### config.mk
export PLATFORM = sky130hd
export DESIGN_NAME = alu_issue_queue
export DESIGN_NICKNAME = d
export VERILOG_FILES = /design/src/rtl/alu_pkg.sv /design/src/rtl/alu_cmd_fifo.sv /design/src/rtl/alu_issue_queue.sv
export SDC_FILE = /design/constraint.sdc
export NUM_CORES = 1
export LEC_CHECK = 0
export CELL_PAD_IN_SITES_DETAIL_PLACEMENT = 1
export CELL_PAD_IN_SITES_GLOBAL_PLACEMENT = 2
export CORE_MARGIN = 4
export CORE_UTILIZATION = 32
export CTS_CLUSTER_SIZE = 20
export DETAILED_ROUTE_END_ITERATION = 10
export PLACE_DENSITY = 0.62
export SKIP_LAST_GASP = 1
export SYNTH_ARGS = -nofsm -noshare
export SYNTH_HDL_FRONTEND = slang
export SYNTH_SLANG_ARGS = --single-unit
### constraint.sdc
create_clock -name clk -period 2.7 [get_ports clk]
set_input_delay 0.54 -clock clk [delete_from_list [all_inputs] [get_ports clk]]
set_output_delay 0.54 -clock clk [all_outputs]
set_load 0.02 [all_outputs]
### src/rtl/alu_pkg.sv
// Shared types for the ALU issue path: operand/opcode widths, opcode encoding
// and the queued command record.
package alu_pkg;

  localparam int ALU_W = 8;
  localparam int OP_W  = 3;

  typedef enum logic [OP_W-1:0] {
    ADD  = 3'd0,
    SUB  = 3'd1,
    NOT  = 3'd2,
    NAND = 3'd3,
    NOR  = 3'd4,
    AND  = 3'd5,
    OR   = 3'd6,
    XOR  = 3'd7
  } alu_op_e;

  typedef struct packed {
    logic [ALU_W-1:0] a;
    logic [ALU_W-1:0] b;
    alu_op_e          op;
  } alu_cmd_t;

endpackage

### src/rtl/alu_cmd_fifo.sv
// DEPTH-entry FIFO of ALU commands; the head reads as all-zero while empty so
// the downstream ALU sees a quiet input.
module alu_cmd_fifo
  import alu_pkg::*;
#(
  parameter int DEPTH = 4
) (
  input  logic                     clk,
  input  logic                     rst,
  input  logic                     push,
  input  alu_cmd_t                 cmd,
  input  logic                     pop,
  output alu_cmd_t                 head,
  output logic [$clog2(DEPTH):0]   count,
  output logic                     full,
  output logic                     empty
);

  localparam int PTR_W = $clog2(DEPTH);
  localparam int CNT_W = PTR_W + 1;

  alu_cmd_t           mem [DEPTH];
  logic [PTR_W-1:0]   wr_ptr;
  logic [PTR_W-1:0]   rd_ptr;
  logic               do_push;
  logic               do_pop;

  assign full    = (count == CNT_W'(DEPTH));
  assign empty   = (count == '0);
  // Push is refused whenever full, even if a pop frees a slot this cycle.
  assign do_push = push && !full;
  assign do_pop  = pop && !empty;
  assign head    = empty ? '0 : mem[rd_ptr];

  always_ff @(posedge clk or posedge rst) begin
    if (rst) begin
      wr_ptr <= '0;
      rd_ptr <= '0;
      count  <= '0;
    end else begin
      if (do_push) wr_ptr <= wr_ptr + 1'b1;
      if (do_pop)  rd_ptr <= rd_ptr + 1'b1;
      case ({do_push, do_pop})
        2'b10:   count <= count + 1'b1;
        2'b01:   count <= count - 1'b1;
        default: count <= count;
      endcase
    end
  end

  always_ff @(posedge clk) begin
    if (do_push) mem[wr_ptr] <= cmd;
  end

endmodule

### src/rtl/alu_issue_queue.sv
// Buffers ALU commands, presents the head to the combinational ALU and
// registers its result. Optional issue counter: define ALU_ISSUE_STATS_EN.
module alu_issue_queue
  import alu_pkg::*;
#(
  parameter int DEPTH = 4
) (
  input  logic        clk,
  input  logic        rst,
  input  logic        in_valid,
  output logic        in_ready,
  input  logic [7:0]  in_a,
  input  logic [7:0]  in_b,
  input  logic [2:0]  in_op,
  output logic [7:0]  alu_a,
  output logic [7:0]  alu_b,
  output logic [2:0]  alu_op,
  input  logic [7:0]  alu_result,
  output logic        out_valid,
  input  logic        out_ready,
  output logic [7:0]  out_result,
  output logic [2:0]  out_op,
  output logic        out_zero
`ifdef ALU_ISSUE_STATS_EN
  ,
  output logic [15:0] issue_count
`endif
);

  alu_cmd_t               cmd;
  alu_cmd_t               head;
  logic [$clog2(DEPTH):0] count;
  logic                   full;
  logic                   empty;
  logic                   issue;

  assign cmd.a  = in_a;
  assign cmd.b  = in_b;
  assign cmd.op = alu_op_e'(in_op);

  alu_cmd_fifo #(.DEPTH(DEPTH)) u_fifo (
    .clk   (clk),
    .rst   (rst),
    .push  (in_valid),
    .cmd   (cmd),
    .pop   (issue),
    .head  (head),
    .count (count),
    .full  (full),
    .empty (empty)
  );

  assign in_ready = !full;
  assign alu_a    = head.a;
  assign alu_b    = head.b;
  assign alu_op   = head.op;
  assign issue    = !empty && (!out_valid || out_ready);

  // Stage boundary: ALU result captured into the output register.
  always_ff @(posedge clk or posedge rst) begin
    if (rst) begin
      out_valid  <= 1'b0;
      out_result <= '0;
      out_op     <= '0;
      out_zero   <= 1'b0;
    end else if (issue) begin
      out_valid  <= 1'b1;
      out_result <= alu_result;
      out_op     <= alu_op;
      out_zero   <= (alu_result == 8'h00);
    end else if (out_ready) begin
      out_valid  <= 1'b0;
    end
  end

`ifdef ALU_ISSUE_STATS_EN
  logic [15:0] issue_cnt;

  always_ff @(posedge clk or posedge rst) begin
    if (rst) begin
      issue_cnt <= '0;
    end else if (issue && (issue_cnt != 16'hFFFF)) begin
      issue_cnt <= issue_cnt + 16'd1;
    end
  end

  assign issue_count = issue_cnt;
`endif

endmodule

==> impl_metrics.toml <==
[outcome]
status = "finished clean"

[global_routing]
antenna_found_initial = 0
grt_use_total_pct = 11.21
grt_start_max_net_pins = 21
overflow = 0
grt_pass1_wl_um = 11790
grt_pass1_vias = 2147

[clocking]
insertion_delay_ns = 0.34
cts_buffers = 9
h-tree-depth = 3
cts_tree = "done"
clockBufferDepth = 2
cts_setup_buffers = 0
clock_sinks = 96
cts-hold-fix-buffers = 0
cts-root-buf = "clkbuf_16"
clk_pin_slew_ns = 0.06

[sta]
finalSetupViolations = 0
rsz0062_at_grt = "false"
tns_ns = 0
hold_viol = 0
skew_ns = 0.007754
fin_crit_sh_pct = 96.68
min_period_ns = 2.610
tightestPinTransition_ns = 0.5600
fmax_mhz = 383.1
slew_headroom_pct = 62.67
final-max-slew-violation-count = 0

[detailed_routing]
dr.pass1.iters = 4
final_antenna_net_count = 0
dr.first_iter.drc_count = 69
dr_total_vias = 1890
routedWlPerCell_um = 17.65
drc = 0
vias_per_cell = 4.576
wirelength_um = 7289

[logic_synthesis]
ys_seq_area_share_pct = 72.54
synth_cell_type_count = 25
postSynthCellCount = 191
ys_ff_latch = 96
syn_nets = 228
avgSynthCellArea_um2 = 20.08
netlist_area_mm2 = 0.003836
yosysWarningCount = 0

[finish]
final_cells = 413
num-fill-cells = 1098
n_antenna_cell = 0
mostFrequentLayoutCell = "edfxtp_1"
fin_nets = 302
seq_area_mm2 = 0.002784
drive_above_1_share_pct = 23.33
multi_input_area_um2 = 978.4
final_cell_mix = "76 x edfxtp_1, 49 x clkdlybuf4s50_1, 20 x nor2b_1"
area_delta_synth_final_pct = 30.72

[setup_path]
critical_path_required_ns = 2.16
cp_data_arrival_time_ns = 2.07
endpoint_kind = "output port"
cp_max_fo = 10
cp-start-kind = "flop"
path_class = "flop to output port"

[placement]
place_congestion = 0.6746
post-place-cells = 397
place_hpwl_um = 4739
io_buffers = 63

[pwr]
netSwitchingFraction_pct = 31.61
clkPwrFrac_pct = 23.2
power.leakage_nw = 1.845
switchingPower_mw = 1.852
p_int_mw = 4.005
vdd_drop_max_uv = 400.3
p_comb_share_pct = 40.2
power_density_mw_per_mm2 = 1168
seqPwrFrac_pct = 36.6

[die]
die_x_um = 117.5
die_h_um = 117.5
core.rowCount = 39
ios = 64
core_mm2 = 0.01156
initial_utilization_pct = 33.17
die-area_mm2 = 0.01380

[flow_run]
drv_cap = 0

[worst_hold_path]
hp-class = "flop to flop"
==> layer usage <==
metal | global-route usage [%] | share of wire (%)
met5 | 0 | 0
met4 | 3.956 | 1.2
met3 | 3.700 | 4.4
met2 | 18.28 | 50
met1 | 14.05 | 45
==> final cells by class <==
class,instances,area share (%)
Sequential cell,96,55.51
Multi-Input combinational cell,79,19.51
Timing Repair Buffer,71,14.32
Clock buffer,9,4.491
Clock inverter,7,1.996
Inverter,8,0.5988
Tap cell,143,3.568
==> registers in the layout, indices dropped and copies added (netlist names) <==
register       cells
u_fifo.count       3
out_zero           1
out_valid          1
u_fifo.wr_ptr      2
out_result         8
u_fifo.rd_ptr      2
out_op             3
u_fifo.mem        76
==> timing repair <==
action,in CTS,in global routing
setup endpoints to repair,12,7
endpoints found under the hold margin,0,0
resized for setup,12,3
==> power groups by stage <==
| stage | Combinational [mW] | Clock [mW] | Sequential [mW] |
|---|---|---|---|
| global route | 2.55 | 1.48 | 2.18 |
| finish | 2.35 | 1.36 | 2.14 |
| CTS | 2.43 | 1.41 | 2.15 |
| detailed placement | 2.52 | 0 | 2.18 |
| global placement | 2.53 | 0 | 2.16 |
| floorplan | 1.41 | 0 | 2.22 |
==> cells by family (layout without fill, tap and decap cells) <==
family	after synthesis	count (layout)	share of synthesized area [%]
adders and majority gates	6	6	2.153
DFF	96	96	72.54
xor gates and xnor gates	6	6	1.370
muxes	33	33	15.98
buffers and inverters	16	95	2.120
and+or+nand+nor	34	34	5.838
==> worst paths after layout <==
path                                    end  depth (start not counted)              from  slack, ns
setup / recovery                   alu_a[6]                          4  u_fifo.rd_ptr[0]       0.09
hold / removal                out_result[2]                          1     out_result[2]       0.51
setup reg to reg            u_fifo.count[2]                          9   u_fifo.count[0]       0.46
hold reg to reg               out_result[2]                          1     out_result[2]       0.51
max in group asynchronous  u_fifo.rd_ptr[0]                          3               rst       1.93
min in group asynchronous  u_fifo.wr_ptr[0]                          3               rst       0.53
==> Yosys cell counts <==
cell       n  area, um^2
and3b_1    1       8.760
nor3_2     1       10.01
or3b_4     1       11.26
nand2_1    2       7.510
and2_4     1       8.760
fa_1       1       20.02
buf_4      1       7.510
nor4_1     2       12.51
ha_1       5       62.56
buf_6      2       22.52
xnor2_1    2       17.52
nor2_1     1       3.750
clkbuf_1   3       11.26
buf_2      2       10.01
xor2_1     4       35.03
nand2b_1   1       6.260
dfrtp_1   20       500.5
mux4_2    19       427.9
edfxtp_1  76        2282
inv_1      8       30.03
mux2_2     4       45.04
nor2b_1   20       125.1
mux2i_1    2       20.02
mux2_4     8       120.1
and3_2     4       30.03
==> through the flow <==
stage | power [mW] | instance area, um^2 | util [%] | setup WS (ns) | hold slack [ns]
6_report | 5.857 | 5015 | 43.36 | 0.08955 | 0.5097
5_1_grt | 6.213 | 5015 | 43.36 | 0.01355 | 0.5329
4_1_cts | 5.990 | 5009 | 43.31 | 0.00004885 | 0.5149
3_5_place_dp | 4.698 | 4698 | 40.63 | 0.2585 | 0.4999
3_3_place_gp | 4.689 | 4698 | 40.63 | 0.2791 | 0.4913
2_1_floorplan | 3.627 | 3836 | - | 0.5686 | 0.4749
==> worst max-delay path, cell delays in order (launching register included) <==
cell             delay, ns
dfrtp_2               0.41
buf_12                0.16
mux4_2                0.50
nor2b_1               0.14
clkdlybuf4s50_1       0.53
Note: power is estimated with default switching activity, not from simulation.
